## src/rtl/cod_pkg.sv

```systemverilog
// Shared widths, FSM encoding and stream payload for the RAM drain stage.
package cod_pkg;
  localparam int unsigned ADDR_W = 6;
  localparam int unsigned DATA_W = 32;
  localparam int unsigned CNT_W  = ADDR_W + 1;

  typedef enum logic [1:0] {
    ST_IDLE = 2'd0,
    ST_RUN  = 2'd1,
    ST_DONE = 2'd2
  } state_e;

  typedef struct packed {
    logic              last;
    logic [DATA_W-1:0] data;
  } word_t;
endpackage

```

## src/rtl/fifo2_skid.sv

```systemverilog
// Two-entry register FIFO; entry 0 is the head and drives the stream directly.
module fifo2_skid
  import cod_pkg::*;
(
  input  logic       clk,
  input  logic       rst_n,
  input  logic       push_i,
  input  word_t      push_data_i,
  input  logic       pop_i,
  output word_t      head_o,
  output logic       valid_o,
  output logic       full_o,
  output logic [1:0] cnt_o
);
  word_t      e0_q, e0_d, e1_q, e1_d;
  logic [1:0] cnt_q, cnt_d;
  logic [1:0] slot_c;
  logic       valid_q, full_q;
  logic       pop_c, push_c;

  assign pop_c  = pop_i && (cnt_q != 2'd0);
  assign push_c = push_i && ((cnt_q != 2'd2) || pop_c);
  assign slot_c = cnt_q - 2'(pop_c);

  // Pop shifts entry 1 forward; a push lands in the first slot left free.
  always_comb begin
    e0_d  = e0_q;
    e1_d  = e1_q;
    if (pop_c) e0_d = e1_q;
    if (push_c) begin
      if (slot_c == 2'd0) e0_d = push_data_i;
      else                e1_d = push_data_i;
    end
    cnt_d = cnt_q + 2'(push_c) - 2'(pop_c);
  end

  always_ff @(posedge clk or negedge rst_n) begin
    if (!rst_n) begin
      e0_q    <= '0;
      e1_q    <= '0;
      cnt_q   <= 2'd0;
      valid_q <= 1'b0;
      full_q  <= 1'b0;
    end else begin
      e0_q    <= e0_d;
      e1_q    <= e1_d;
      cnt_q   <= cnt_d;
      valid_q <= (cnt_d != 2'd0);
      full_q  <= (cnt_d == 2'd2);
    end
  end

  assign head_o  = e0_q;
  assign valid_o = valid_q;
  assign full_o  = full_q;
  assign cnt_o   = cnt_q;
endmodule

```

## src/rtl/ram_stream_reader.sv

```systemverilog
// Drains a contiguous RAM window onto a valid/ready stream with credit-based read issue.
module ram_stream_reader
  import cod_pkg::*;
(
  input  logic              clk,
  input  logic              rst_n,
  input  logic              start,
  input  logic [ADDR_W-1:0] base_addr,
  input  logic [CNT_W-1:0]  count,
  output logic [ADDR_W-1:0] ram_addr,
  input  logic [DATA_W-1:0] ram_dout,
  output logic              out_valid,
  output logic [DATA_W-1:0] out_data,
  output logic              out_last,
  input  logic              out_ready,
  output logic              busy,
  output logic              done
);
  state_e            state_q, state_d;
  logic [ADDR_W-1:0] addr_q, addr_d;
  logic [CNT_W-1:0]  cnt_q, cnt_d, issued_q, issued_d, capt_q, capt_d;
  logic              pending_q, pending_d, busy_q, busy_d, done_q, done_d;
  logic              pop_c, issue_c, last_pop_c;
  logic [2:0]        credit_c;
  logic [1:0]        fifo_cnt;
  logic              fifo_valid, fifo_full;
  word_t             head, push_word;

  assign pop_c      = fifo_valid && out_ready;
  assign last_pop_c = pop_c && head.last;
  // Slots already spoken for once this cycle's pop is taken into account.
  assign credit_c   = 3'(fifo_cnt) + 3'(pending_q) - 3'(pop_c);
  assign issue_c    = (state_q == ST_RUN) && (issued_q < cnt_q) && (credit_c < 3'd2);

  assign push_word.last = (capt_q == cnt_q - CNT_W'(1));
  assign push_word.data = ram_dout;

  always_ff @(posedge clk or negedge rst_n) begin
    if (!rst_n) state_q <= ST_IDLE;
    else        state_q <= state_d;
  end

  always_comb begin
    state_d = state_q;
    case (state_q)
      ST_IDLE: if (start && (count != CNT_W'(0))) state_d = ST_RUN;
      ST_RUN:  if (last_pop_c) state_d = ST_DONE;
      ST_DONE: state_d = ST_IDLE;
      default: state_d = ST_IDLE;
    endcase
  end

  // Datapath and registered-output next values.
  always_comb begin
    addr_d    = addr_q;
    cnt_d     = cnt_q;
    issued_d  = issued_q;
    capt_d    = capt_q;
    pending_d = issue_c;
    busy_d    = busy_q;
    done_d    = 1'b0;
    case (state_q)
      ST_IDLE: begin
        if (start) begin
          addr_d   = base_addr;
          cnt_d    = count;
          issued_d = '0;
          capt_d   = '0;
          if (count == CNT_W'(0)) done_d = 1'b1;
          else                    busy_d = 1'b1;
        end
      end
      ST_RUN: begin
        if (issue_c) begin
          addr_d   = addr_q + ADDR_W'(1);
          issued_d = issued_q + CNT_W'(1);
        end
        if (pending_q) capt_d = capt_q + CNT_W'(1);
        if (last_pop_c) begin
          busy_d = 1'b0;
          done_d = 1'b1;
        end
      end
      default: ;
    endcase
  end

  always_ff @(posedge clk or negedge rst_n) begin
    if (!rst_n) begin
      addr_q    <= '0;
      cnt_q     <= '0;
      issued_q  <= '0;
      capt_q    <= '0;
      pending_q <= 1'b0;
      busy_q    <= 1'b0;
      done_q    <= 1'b0;
    end else begin
      addr_q    <= addr_d;
      cnt_q     <= cnt_d;
      issued_q  <= issued_d;
      capt_q    <= capt_d;
      pending_q <= pending_d;
      busy_q    <= busy_d;
      done_q    <= done_d;
    end
  end

  fifo2_skid u_fifo (
    .clk         (clk),
    .rst_n       (rst_n),
    .push_i      (pending_q),
    .push_data_i (push_word),
    .pop_i       (pop_c),
    .head_o      (head),
    .valid_o     (fifo_valid),
    .full_o      (fifo_full),
    .cnt_o       (fifo_cnt)
  );

  assign ram_addr  = addr_q;
  assign out_valid = fifo_valid;
  assign out_data  = head.data;
  assign out_last  = head.last;
  assign busy      = busy_q;
  assign done      = done_q;
endmodule

```

## config.mk

```make
export PLATFORM = sky130hd
export DESIGN_NAME = ram_stream_reader
export DESIGN_NICKNAME = d
export VERILOG_FILES = /design/src/rtl/cod_pkg.sv /design/src/rtl/fifo2_skid.sv /design/src/rtl/ram_stream_reader.sv
export SDC_FILE = /design/constraint.sdc
export NUM_CORES = 1
export LEC_CHECK = 0
export ABC_AREA = 0
export CORE_ASPECT_RATIO = 0.75
export CORE_MARGIN = 2
export CORE_UTILIZATION = 45
export DETAILED_ROUTE_END_ITERATION = 7
export PLACE_DENSITY_LB_ADDON = 0.3
export SYNTH_ARGS = -nofsm -noshare
export SYNTH_HDL_FRONTEND = slang
export SYNTH_SLANG_ARGS = --single-unit
```

## constraint.sdc

```tcl
create_clock -name clk -period 2.6 [get_ports clk]
set_clock_uncertainty 0.05 [all_clocks]
set_input_delay 0.26 -clock clk [delete_from_list [all_inputs] [get_ports clk]]
set_output_delay 0.26 -clock clk [all_outputs]
set_load 0.02 [all_outputs]
```

# Yosys cells after proc, flatten, opt, wreduce, memory -nomap -nowiden
# Index checks and enable logic that the tools add are counted.
[op_classes]
mux = 22
n_lt_le_gt_ge = 2
n_bitwise = 1
n_reduce_logical = 21
add_sub_neg = 9
n_eq_ne = 9
[op_table]
columns = ["op", "n"]
rows = [
  ["33-bit 2-to-1 mux", 3],
  ["7-bit one-hot mux with 2 select lines", 2],
  ["7-bit 2-to-1 mux", 3],
  ["7-bit by 1-bit adder with 7-bit output, second input constant", 2],
  ["2-bit inequality test, second input constant", 7],
  ["6-bit 2-to-1 mux", 2],
  ["6-bit one-hot mux with 2 select lines", 1],
  ["7-bit equality test", 1],
  ["1-bit logical AND", 7],
  ["7-bit logical NOT", 1],
  ["7-bit less-than comparator", 1],
  ["7-bit nonzero test", 1],
  ["7-bit by 1-bit subtractor with 7-bit output, second input constant", 1],
  ["6-bit by 1-bit adder with 6-bit output, second input constant", 1],
  ["1-bit 2-to-1 mux", 6],
  ["2-bit AND reduction", 3],
  ["3-bit AND reduction", 2],
  ["2-bit nonzero test", 3],
  ["2-bit logical NOT", 2],
  ["2-bit 2-to-1 mux", 2],
  ["1-bit one-hot mux with 2 select lines", 2],
  ["2-bit one-hot mux with 2 select lines", 1],
  ["4-bit AND reduction", 1],
  ["2-bit by 1-bit subtractor with 2-bit output", 2],
  ["other kinds (7)", 7],
]
[totals]
ff_bits = 101
output_inout_bits = 42
in_bits = 49
elab_cells = 78

# Longest topological paths before layout
# Gate-level depths: netlist of run 1.
[logic_depth]
word_depth = 7
depth_mapped = 12
mapped_depth_nobuf = 10

# Hierarchy
# A second synthesis of run 1 with hierarchy kept.
[unflattened]
cells_unflattened = 406
area_unflattened_um2 = 5112.4
[modules_own_cells]
columns = ["mod", "area_per_inst_um2", "instances", "seq_area_each_um2", "cells_each"]
rows = [
  ["fifo2_skid", 3171.8, 1, 1751.7, 195],
  ["ram_stream_reader", 1940.6, 1, 800.8, 211],
]

# Worst setup path before layout of run 1
# Ideal clock, no wire load.
[synth_timing]
kind = "register to register"
start = "register u_fifo.valid_q (netlist: u_fifo.valid_o)"
end = "register issued_q[6]"
n_path_buf = 1
t_required_ps = 2472
setup_ps = 78
period_less_slack_ps = 2937
arrival_ps = 2809
path_stages_with_launch = 11
path_slack_ps = -337
cell_sequence = "dfrtp_1 > and2_1 > clkbuf_1 > ha_1 > nand2b_1 > fa_1 > xor2_1 > a2111oi_4 > o21ai_2 > or4_1 > a21oi_1"
[synth_between]
elab_chain_cells = 6
[synth_lines]
columns = ["element", "line", "rtl"]
rows = [
  ["start, declared", "fifo2_skid.sv:18", "logic valid_q, full_q;"],
  ["start signal, assigned", "fifo2_skid.sv:48", "valid_q <= (cnt_d != 2'd0);"],
  ["1-bit logical AND", "ram_stream_reader.sv:29", "assign pop_c = fifo_valid && out_ready;"],
  ["3-bit by 1-bit subtractor with 3-bit output", "ram_stream_reader.sv:32", "assign credit_c = 3'(fifo_cnt) + 3'(pending_q) - 3'(pop_c);"],
  ["3-bit by 2-bit less-than comparator with 1-bit output", "ram_stream_reader.sv:33", "assign issue_c = (state_q == ST_RUN) && (issued_q < cnt_q) && (credit_c < 3'd2);"],
  ["1-bit logical AND", "ram_stream_reader.sv:33", ""],
  ["2-bit inequality test (no line)", "-", ""],
  ["3-bit AND reduction (no line)", "-", ""],
  ["end signal, assigned", "ram_stream_reader.sv:100", "issued_q <= issued_d;"],
  ["end, declared", "ram_stream_reader.sv:21", "logic [CNT_W-1:0] cnt_q, cnt_d, issued_q, issued_d, capt_q, capt_d;"],
]
# Every way passes these cells.
# A chain may end at the register's enable or synchronous reset.

# Final worst setup path of run 1
[layout_timing]
start = "register u_fifo.valid_q (netlist: u_fifo.valid_o)"
end = "register issued_q[4]"
# The elaborated chain is that of the path after synthesis.

==> report_table.html, run 1 <==
<table>
<tr><th>Metric</th><th>Value</th></tr>
<tr><th colspan="2">Clocking</th></tr>
<tr><td>Clock tree root driver cell</td><td>sky130_fd_sc_hd__clkbuf_16</td></tr>
<tr><td>Clock buffer depth</td><td>2</td></tr>
<tr><td>Clk sink count</td><td>101</td></tr>
<tr><td>Number of buffers created by CTS</td><td>9</td></tr>
<tr><td>Worst skew pair latency</td><td>0.34 ns</td></tr>
<tr><td>Clock edge transition at the registers on the reported setup and hold paths</td><td>0.07 ns</td></tr>
<tr><td>TritonCTS clock tree</td><td>done</td></tr>
<tr><td>H-tree depth</td><td>3</td></tr>
<tr><th colspan="2">Timing</th></tr>
<tr><td>Worst hold slack</td><td>0.457 ns</td></tr>
<tr><td>Count of pins over their slew limit</td><td>0</td></tr>
<tr><td>Fraction of the cycle the final worst path needs</td><td>103%</td></tr>
<tr><td>Slew headroom</td><td>52.2%</td></tr>
<tr><td>Unrepaired setup endpoints after global routing</td><td>true</td></tr>
<tr><td>Setup ws final</td><td>-0.0710 ns</td></tr>
<tr><td>Highest Clock Rate</td><td>374 MHz</td></tr>
<tr><td>Number of setup violations in the final report</td><td>2</td></tr>
<tr><td>Final-report hold violation count</td><td>0</td></tr>
<tr><td>Tightest Pin Transition</td><td>0.716 ns</td></tr>
<tr><td>Min Clock Period, post-route</td><td>2.67 ns</td></tr>
<tr><th colspan="2">GRT</th></tr>
<tr><td>Antenna violations before repair</td><td>0</td></tr>
<tr><td>First-pass GRT wire length</td><td>18,100 um</td></tr>
<tr><td>Remaining global-route overflow</td><td>0</td></tr>
<tr><td>Vias in the first global route</td><td>3,815</td></tr>
<tr><td>Pin count of the biggest net entering global routing</td><td>57</td></tr>
<tr><td>Total global-route track usage</td><td>20.4%</td></tr>
<tr><th colspan="2">Route</th></tr>
<tr><td>Number of vias in the routed layout</td><td>3,694</td></tr>
<tr><td>Vias per std cell</td><td>5.28</td></tr>
<tr><td>Count of nets left with antenna violations after detail routing</td><td>0</td></tr>
<tr><td>Met3 wire length</td><td>508 um</td></tr>
<tr><td>Top layer reached by signal wires</td><td>met4</td></tr>
<tr><td>Avg WL per Cell</td><td>15.5 um</td></tr>
<tr><td>Number of detailed-route iterations in the first pass</td><td>4</td></tr>
<tr><td>Final WL</td><td>10,900 um</td></tr>
<tr><td>Total routed wire length on the met1 layer</td><td>4780 um</td></tr>
<tr><td>Post-detailed-route DRC marker count</td><td>0</td></tr>
<tr><td>Number of DRC markers in iteration 0</td><td>213</td></tr>
<tr><td>Routed wl met2</td><td>5500 um</td></tr>
<tr><th colspan="2">Flow run</th></tr>
<tr><td>Reported max-cap violation count</td><td>0</td></tr>
<tr><th colspan="2">Floorplanning</th></tr>
<tr><td>Effective utilization at floorplan</td><td>45.8%</td></tr>
<tr><td>Horizontal die dimension</td><td>122 um</td></tr>
<tr><td>Site row count</td><td>32</td></tr>
<tr><td>Floorplan die area</td><td>0.0112 mm2</td></tr>
<tr><td>I/O Pins</td><td>91</td></tr>
<tr><td>Die Height</td><td>92.3 um</td></tr>
<tr><td>Core Area</td><td>0.0102 mm2</td></tr>
<tr><th colspan="2">Critical path</th></tr>
<tr><td>Crit path kind</td><td>register to register</td></tr>
<tr><td>Highest cell delay on the worst timing path</td><td>0.55 ns</td></tr>
<tr><td>Required time reported for the critical path endpoint</td><td>2.83 ns</td></tr>
<tr><td>Largest fanout on the critical path</td><td>6</td></tr>
<tr><td>Most frequent cell on the critical path</td><td>sky130_fd_sc_hd__nand2b_4</td></tr>
<tr><td>Worst path cell trace</td><td>and2_4, ha_4, nand2b_4, fa_2, nand2b_4, a2111oi_4, o21ai_2, or4_1, a21oi_2</td></tr>
<tr><td>Endpoint arrival time on the critical path</td><td>2.90 ns</td></tr>
<tr><td>Element type at the critical path end</td><td>register</td></tr>
<tr><td>Top cell family by delay on the critical path</td><td>simple AND/OR/NAND/NOR gates</td></tr>
<tr><td>Slowest stage cell, crit path</td><td>sky130_fd_sc_hd__fa_2</td></tr>
<tr><td>Buffering stage count on the worst path with inverters included</td><td>0</td></tr>
<tr><td>Kind of launch point of the worst setup path</td><td>register</td></tr>
<tr><th colspan="2">Power</th></tr>
<tr><td>Worst voltage drop across the vdd grid</td><td>0.000606 V</td></tr>
<tr><td>Total net switching power</td><td>2.97 mW</td></tr>
<tr><td>Portion of total power attributed to sequential cells</td><td>34.7%</td></tr>
<tr><td>Internal power</td><td>4.97 mW</td></tr>
<tr><td>Leakage power of the design</td><td>2.74 nW</td></tr>
<tr><td>Pwr Total</td><td>7.94 mW</td></tr>
<tr><td>Clock network fraction of design power</td><td>18.4%</td></tr>
<tr><td>Combinational share of power</td><td>46.8%</td></tr>
<tr><td>Pwr per Cell Area</td><td>1260 mW/mm2</td></tr>
<tr><td>Sw Share</td><td>37.4%</td></tr>
<tr><th colspan="2">Yosys</th></tr>
<tr><td>Dominant cell type by area after synthesis</td><td>sky130_fd_sc_hd__dfrtp_1</td></tr>
<tr><td>Yosys Warn Count</td><td>0</td></tr>
<tr><td>Synth top area share</td><td>54.0%</td></tr>
<tr><td>Most used standard cells in the synthesized netlist</td><td>101 x sky130_fd_sc_hd__dfrtp_1, 83 x sky130_fd_sc_hd__nand2_1, 47 x sky130_fd_sc_hd__nor2_1</td></tr>
<tr><td>Number of flip-flops and latches in the synthesized netlist</td><td>101</td></tr>
<tr><td>Top post-synthesis cells by area</td><td>sky130_fd_sc_hd__dfrtp_1 54%, sky130_fd_sc_hd__mux2_2 7.7%, sky130_fd_sc_hd__nand2_1 6.7%, sky130_fd_sc_hd__a31oi_1 4.4%, sky130_fd_sc_hd__nor2_1 3.8%</td></tr>
<tr><td>Mean area per synthesized cell</td><td>10.2 um2</td></tr>
<tr><td>Sequential area share after synthesis</td><td>54.0%</td></tr>
<tr><td>Area of the mapped netlist</td><td>0.00468 mm2</td></tr>
<tr><td>Number of synthesized flops with an enable pin</td><td>0</td></tr>
<tr><td>Net count after synthesis</td><td>520</td></tr>
<tr><td>Fraction of registers with async set or reset after synthesis</td><td>100%</td></tr>
<tr><td>Post-synthesis cell count</td><td>457</td></tr>
<tr><td>Commonest register cell after synthesis</td><td>sky130_fd_sc_hd__dfrtp_1</td></tr>
<tr><td>Number of unique standard cell types used by synthesis</td><td>47</td></tr>
<tr><td>Most used standard cell by instance count after synthesis</td><td>sky130_fd_sc_hd__dfrtp_1</td></tr>
<tr><th colspan="2">Hold path</th></tr>
<tr><td>Worst min-delay path class</td><td>input port to asynchronous set/reset pin</td></tr>
<tr><th colspan="2">Placement</th></tr>
<tr><td>Placer congestion estimate</td><td>0.849</td></tr>
<tr><td>HPWL after detailed placement</td><td>7580 um</td></tr>
<tr><td>Number of placed instances, taps included</td><td>679</td></tr>
<tr><td>Count of input and output buffers</td><td>90</td></tr>
<tr><td>Worst Setup Slack post-DPL</td><td>-0.474 ns</td></tr>
<tr><th colspan="2">Finish</th></tr>
<tr><td>Non-filler cells in the finished layout</td><td>699</td></tr>
<tr><td>Count of inserted antenna diode cells</td><td>0</td></tr>
<tr><td>Syn-to-layout area delta</td><td>34.3%</td></tr>
<tr><td>Share of final-layout standard cells stronger than drive strength 1</td><td>16.3%</td></tr>
<tr><td>Post-layout net count</td><td>621</td></tr>
<tr><td>Final Core Density</td><td>61.6%</td></tr>
<tr><th colspan="2">Status</th></tr>
<tr><td>Outcome</td><td>finished with violations</td></tr>
<tr><td>Failing checks</td><td>negative setup slack</td></tr>
</table>
-- area by class of cell --
class | instances | area [um2]
well taps | 136 | 170
clock buffers | 9 | 225
clock inverters | 7 | 105
multi-input cells | 317 | 2090
flip-flops and latches | 101 | 2530
repair buffers | 112 | 1110
inverters | 17 | 63.8
fillers | 843 | 3920
-- worst reg2reg max path, delay by kind of cell, from the launching register on --
| kind | cells | cell delay [ns] |
|---|---|---|
| AND/OR/NAND/NOR | 4 | 0.86 |
| adder cells (fa/ha/maj) | 2 | 0.75 |
| AO/OA/AOI/OAI | 3 | 0.57 |
| flip-flops | 1 | 0.38 |
-- layer usage --
layer	global-route usage [%]	vias up
met1	26.3	1801
met5	0	-
met3	5.67	6
met2	34.3	104
li1	-	1783
met4	4.89	0
-- power by group through the flow --
| stage | Combinational (mW) | Sequential, mW | Clock (mW) |
|---|---|---|---|
| after floorplan | 1.92 | 3.04 | 0 |
| after global placement | 3.46 | 2.73 | 0 |
| after detailed placement | 3.61 | 2.78 | 0 |
| after CTS | 3.65 | 2.76 | 1.51 |
| after global routing | 4.08 | 2.85 | 1.58 |
| final | 3.72 | 2.76 | 1.47 |
-- repair_timing --
action | CTS | global route
endpoints found under the setup margin | 7 | 8
hold endpoints to repair | 54 | 0
pin swaps | 3 | 5
hold buffers | 1 | 0
buffers inserted | 1 | 2
resized for setup | 3 | 8
-- flip-flops by register name (all words and copies together), names as in the netlist --
name / flops
u_fifo.e1_q: 33
ram_addr: 6
busy: 1
u_fifo.cnt_o: 2
issued_q: 7
u_fifo.valid_o: 1
capt_q: 7
u_fifo.head_o: 33
cnt_q: 7
pending_q: 1
state_q: 2
done: 1
-- cells by family after synthesis --
group,Yosys count,share of synthesized area (%)
AO/OA/AOI/OAI,77,11.1
flip-flops,101,54.0
XOR/XNOR,20,3.74
multiplexers,34,8.15
buffers and inverters,39,3.23
adder cells (fa/ha/maj),14,3.90
AND/OR/NAND/NOR,172,15.9
-- placed cells by master, fill, tap and decap left out, types with 2 or more instances in the layout --
master,instances
sky130_fd_sc_hd__and3_1,3
sky130_fd_sc_hd__nand2_1,83
sky130_fd_sc_hd__mux2_2,32
sky130_fd_sc_hd__dfrtp_1,101
sky130_fd_sc_hd__o21ai_0,12
sky130_fd_sc_hd__nand4_1,5
sky130_fd_sc_hd__o21ai_2,2
sky130_fd_sc_hd__nor3_1,6
sky130_fd_sc_hd__or3b_2,2
sky130_fd_sc_hd__o2111ai_1,2
sky130_fd_sc_hd__ha_1,12
sky130_fd_sc_hd__a221o_1,2
sky130_fd_sc_hd__inv_6,2
sky130_fd_sc_hd__buf_4,18
sky130_fd_sc_hd__clkdlybuf4s50_1,89
sky130_fd_sc_hd__nand2b_1,2
sky130_fd_sc_hd__nand3_1,7
sky130_fd_sc_hd__nor2_1,46
sky130_fd_sc_hd__nand3b_1,2
sky130_fd_sc_hd__xor2_1,10
sky130_fd_sc_hd__clkbuf_16,9
sky130_fd_sc_hd__bufinv_16,2
sky130_fd_sc_hd__or4_1,2
sky130_fd_sc_hd__o22ai_1,6
sky130_fd_sc_hd__o211ai_1,2
sky130_fd_sc_hd__a211oi_1,2
sky130_fd_sc_hd__buf_12,3
sky130_fd_sc_hd__a21oi_2,2
sky130_fd_sc_hd__nand2b_4,2
sky130_fd_sc_hd__inv_1,16
sky130_fd_sc_hd__a31oi_1,33
sky130_fd_sc_hd__a21oi_1,5
sky130_fd_sc_hd__xnor2_1,9
-- path summary, 6_finish.rpt --
kind                                       startpoint                          end  slack (ns)  cells after the start
max                          u_fifo.valid_o$_DFF_PN0_      issued_q[4]$_DFFE_PN0P_       -0.07                      9
min                                             rst_n      ram_addr[3]$_DFFE_PN0P_        0.46                      2
max reg2reg                  u_fifo.valid_o$_DFF_PN0_      issued_q[4]$_DFFE_PN0P_       -0.07                      9
min reg2reg                u_fifo.e1_q[0]$_DFFE_PN0P_   u_fifo.e1_q[0]$_DFFE_PN0P_        0.46                      1
max in group asynchronous                       rst_n  u_fifo.e1_q[15]$_DFFE_PN0P_        1.36                      3
min in group clk                             count[1]         cnt_q[1]$_DFFE_PN0P_        0.46                      3
-- through the flow --
step / setup TNS [ns] / instance area [um2]
6_report: -0.0813 / 6290
5_1_grt: -0.622 / 6290
4_1_cts: -0.0451 / 6240
3_5_place_dp: -4.01 / 5880
3_3_place_gp: -3.19 / 5880
2_1_floorplan: -2.37 / 4720
Note: power is estimated with default switching activity, not from simulation.
==> run 2, diff against run 1 <==
CORE_UTILIZATION = 52   (was 45)
clock period = 2.85 ns   (was 2.6 ns; I/O delays follow)
==> report_table.html, run 2 (same netlist as run 1, synthesis figures left out) <==
<table>
<tr><th>Metric</th><th>Value</th></tr>
<tr><th colspan="2">Critical path</th></tr>
<tr><td>Depth of the worst register-to-register path</td><td>10 (+1)</td></tr>
<tr><td>Buffering stage count on the worst path with inverters included</td><td>2 (+2)</td></tr>
<tr><td>CP Capture Point</td><td>issued_q[4]$_DFFE_PN0P_</td></tr>
<tr><td>Highest cell delay on the worst timing path</td><td>0.52 ns (-0.03 ns)</td></tr>
<tr><td>Kind of launch point of the worst setup path</td><td>input port</td></tr>
<tr><td>FF-to-FF setup slack</td><td>0.10 ns (+0.17 ns)</td></tr>
<tr><td>Endpoint arrival time on the critical path</td><td>2.93 ns (+0.03 ns)</td></tr>
<tr><td>Largest fanout on the critical path</td><td>7 (+1)</td></tr>
<tr><td>Worst reg2reg path startpoint</td><td>u_fifo.valid_o$_DFF_PN0_</td></tr>
<tr><td>Critical path startpoint</td><td>out_ready</td></tr>
<tr><td>Required time reported for the critical path endpoint</td><td>3.01 ns (+0.18 ns)</td></tr>
<tr><td>Slowest stage cell, crit path</td><td>sky130_fd_sc_hd__fa_2</td></tr>
<tr><td>Most frequent cell on the critical path</td><td>sky130_fd_sc_hd__nand2b_1</td></tr>
<tr><td>Element type at the critical path end</td><td>register</td></tr>
<tr><td>Number of logic stages on the critical path including buffering</td><td>11 (+2)</td></tr>
<tr><td>Top cell family by delay on the critical path</td><td>compound AO/OA/AOI/OAI gates</td></tr>
<tr><td>Crit path kind</td><td>input port to register</td></tr>
<tr><td>Worst path cell trace</td><td>clkdlybuf4s50_1, and2_1, ha_1, nand2b_1, fa_2, nand2b_1, a2111oi_4, o21ai_2, buf_4, o31ai_1, a21oi_2</td></tr>
<tr><td>Reg-to-reg endpoint</td><td>issued_q[4]$_DFFE_PN0P_</td></tr>
<tr><th colspan="2">Route</th></tr>
<tr><td>Vias per std cell</td><td>5.61 (+6.1%)</td></tr>
<tr><td>Post-detailed-route DRC marker count</td><td>0 (unchanged)</td></tr>
<tr><td>Number of vias in the routed layout</td><td>3,728 (+0.92%)</td></tr>
<tr><td>Final WL</td><td>11,100 um (+2.2%)</td></tr>
<tr><td>Count of nets left with antenna violations after detail routing</td><td>0 (unchanged)</td></tr>
<tr><td>Number of DRC markers in iteration 0</td><td>215 (+0.94%)</td></tr>
<tr><td>Avg WL per Cell</td><td>16.7 um (+7.5%)</td></tr>
<tr><td>Number of detailed-route iterations in the first pass</td><td>5 (+1)</td></tr>
<tr><th colspan="2">Placement</th></tr>
<tr><td>Worst Setup Slack post-DPL</td><td>-0.259 ns (+0.215 ns)</td></tr>
<tr><td>Placer congestion estimate</td><td>0.870 (+2.4%)</td></tr>
<tr><td>Count of input and output buffers</td><td>90 (unchanged)</td></tr>
<tr><td>Number of placed instances, taps included</td><td>646 (-4.9%)</td></tr>
<tr><td>Post-DP Area</td><td>0.00576 mm2 (-2.1%)</td></tr>
<tr><td>HPWL after detailed placement</td><td>7500 um (-1.1%)</td></tr>
<tr><th colspan="2">Timing</th></tr>
<tr><td>Number of setup violations in the final report</td><td>0 (-2)</td></tr>
<tr><td>Fraction of the cycle the final worst path needs</td><td>97.3%</td></tr>
<tr><td>Highest Clock Rate</td><td>361 MHz</td></tr>
<tr><td>Min Clock Period, post-route</td><td>2.77 ns</td></tr>
<tr><td>Final-report hold violation count</td><td>0 (unchanged)</td></tr>
<tr><td>Sum of negative setup slack</td><td>0 ns (+0.0813 ns)</td></tr>
<tr><td>Worst hold slack</td><td>0.458 ns (+0.000986 ns)</td></tr>
<tr><td>Count of pins over their slew limit</td><td>0 (unchanged)</td></tr>
<tr><td>Tightest Pin Transition</td><td>0.736 ns (+0.0195 ns)</td></tr>
<tr><td>Slew headroom</td><td>50.9% (-1.3 points)</td></tr>
<tr><td>Setup ws final</td><td>0.0763 ns (+0.147 ns)</td></tr>
<tr><th colspan="2">Power</th></tr>
<tr><td>Internal power</td><td>4.25 mW (-14%)</td></tr>
<tr><td>Worst voltage drop across the vdd grid</td><td>0.000622 V (+2.6%)</td></tr>
<tr><td>Sw Share</td><td>39.0% (+1.5 points)</td></tr>
<tr><td>Combinational share of power</td><td>46.6% (-0.2 points)</td></tr>
<tr><td>Leakage power of the design</td><td>2.67 nW (-2.5%)</td></tr>
<tr><td>Portion of total power attributed to sequential cells</td><td>36.3% (+1.6 points)</td></tr>
<tr><td>Clock network fraction of design power</td><td>17.1% (-1.3 points)</td></tr>
<tr><td>Pwr per Cell Area</td><td>1150 mW/mm2 (-9.4%)</td></tr>
<tr><td>Total net switching power</td><td>2.71 mW (-8.7%)</td></tr>
<tr><td>Pwr Total</td><td>6.97 mW (-12%)</td></tr>
<tr><th colspan="2">Clocking</th></tr>
<tr><td>Clock edge transition at the registers on the reported setup and hold paths</td><td>0.07 ns (about the same)</td></tr>
<tr><td>Number of buffers created by CTS</td><td>9 (unchanged)</td></tr>
<tr><td>Clock tree root driver cell</td><td>sky130_fd_sc_hd__clkbuf_16</td></tr>
<tr><td>H-tree depth</td><td>3 (unchanged)</td></tr>
<tr><td>Worst skew pair latency</td><td>0.34 ns (about the same)</td></tr>
<tr><td>Clk sink count</td><td>101 (unchanged)</td></tr>
<tr><td>Clock buffer depth</td><td>2 (unchanged)</td></tr>
<tr><td>TritonCTS clock tree</td><td>done</td></tr>
<tr><th colspan="2">Finish</th></tr>
<tr><td>Post-layout net count</td><td>615 (-0.97%)</td></tr>
<tr><td>Non-filler cells in the finished layout</td><td>665 (-4.9%)</td></tr>
<tr><td>Syn-to-layout area delta</td><td>30.0%</td></tr>
<tr><td>Fillers</td><td>622 (-26%)</td></tr>
<tr><td>Most common cell after layout, fill and taps aside</td><td>sky130_fd_sc_hd__dfrtp_1</td></tr>
<tr><td>Final standard cell area without fillers</td><td>0.00609 mm2 (-3.2%)</td></tr>
<tr><td>Share of final-layout standard cells stronger than drive strength 1</td><td>13.6% (-2.7 points)</td></tr>
<tr><td>Highest-count cells in the layout ignoring fill and taps</td><td>101 x sky130_fd_sc_hd__dfrtp_1, 89 x sky130_fd_sc_hd__clkdlybuf4s50_1, 83 x sky130_fd_sc_hd__nand2_1, 47 x sky130_fd_sc_hd__nor2_1, 33 x sky130_fd_sc_hd__a31oi_1</td></tr>
<tr><td>Count of inserted antenna diode cells</td><td>0 (unchanged)</td></tr>
<tr><td>Final Core Density</td><td>70.8% (+9.2 points)</td></tr>
<tr><th colspan="2">Floorplanning</th></tr>
<tr><td>Core Area</td><td>0.00860 mm2 (-16%)</td></tr>
<tr><td>Die Height</td><td>86.2 um (-6.7%)</td></tr>
<tr><td>Floorplan die area</td><td>0.00978 mm2 (-13%)</td></tr>
<tr><td>Site row count</td><td>29 (-9.4%)</td></tr>
<tr><td>I/O Pins</td><td>91 (unchanged)</td></tr>
<tr><td>Effective utilization at floorplan</td><td>54.4% (+8.6 points)</td></tr>
<tr><td>Horizontal die dimension</td><td>114 um (-6.7%)</td></tr>
<tr><th colspan="2">Hold path</th></tr>
<tr><td>Worst min-delay path class</td><td>register to register</td></tr>
<tr><th colspan="2">GRT</th></tr>
<tr><td>Pin count of the biggest net entering global routing</td><td>59 (+3.5%)</td></tr>
<tr><td>Antenna violations before repair</td><td>0 (unchanged)</td></tr>
<tr><td>Vias in the first global route</td><td>3,711 (-2.7%)</td></tr>
<tr><td>Total global-route track usage</td><td>22.8% (+2.4 points)</td></tr>
<tr><td>First-pass GRT wire length</td><td>17,700 um (-2.5%)</td></tr>
<tr><td>Remaining global-route overflow</td><td>0 (unchanged)</td></tr>
<tr><th colspan="2">Status</th></tr>
<tr><td>Outcome</td><td>finished, final reports clean</td></tr>
<tr><th colspan="2">Flow run</th></tr>
<tr><td>Reported max-cap violation count</td><td>0 (unchanged)</td></tr>
</table>
[run 2: how the worst min path moves through the flow]
stage | start | to | slack, ns | depth (start not counted)
3_5_place_dp | rst_n | ram_addr[5]$_DFFE_PN0P_ | 0.34 | 1
4_1_cts | ram_addr[5]$_DFFE_PN0P_ | ram_addr[5]$_DFFE_PN0P_ | 0.46 | 1
5_1_grt | u_fifo.e1_q[18]$_DFFE_PN0P_ | u_fifo.e1_q[18]$_DFFE_PN0P_ | 0.47 | 1
2_1_floorplan | rst_n | busy$_DFFE_PN0P_ | -0.06 | 0
6_report | ram_addr[5]$_DFFE_PN0P_ | ram_addr[5]$_DFFE_PN0P_ | 0.46 | 1
3_3_place_gp | rst_n | ram_addr[3]$_DFFE_PN0P_ | 0.34 | 1
[run 2: per-layer routing]
layer  global-route usage (%)  vias to the layer above  part of all wire (%)
li1                         -                     1769                     -
met1                     31.2                     1829                    46
met2                     36.7                      112                    48
met3                     5.58                       18                   4.6
met4                     6.65                        0                   1.6
met5                        0                        -                     0
[run 2: power groups by stage]
stage | Sequential, mW | Clock [mW] | Combinational, mW
4_1_cts | 2.52 | 1.22 | 3.20
6_report | 2.53 | 1.19 | 3.24
2_1_floorplan | 2.77 | 0 | 1.70
3_3_place_gp | 2.51 | 0 | 3.05
5_1_grt | 2.61 | 1.28 | 3.52
3_5_place_dp | 2.54 | 0 | 3.18
[run 2: what timing repair did]
item / 4_1_cts / 5_1_grt
hold buffers: 1 / 0
hold endpoints to repair: 55 / 0
endpoints found under the setup margin: 0 / 2
buffers inserted: 0 / 2
gates resized for setup: 0 / 3
[run 2: layout make-up]
class,count,area [um2],area share (%)
well taps,108,135,2.22
clock inverters,7,67.6,1.11
clock buffers,9,225,3.70
flip-flops and latches,101,2530,41.5
repair buffers,106,1030,17.0
multi-input cells,317,2030,33.4
inverters,17,63.8,1.05
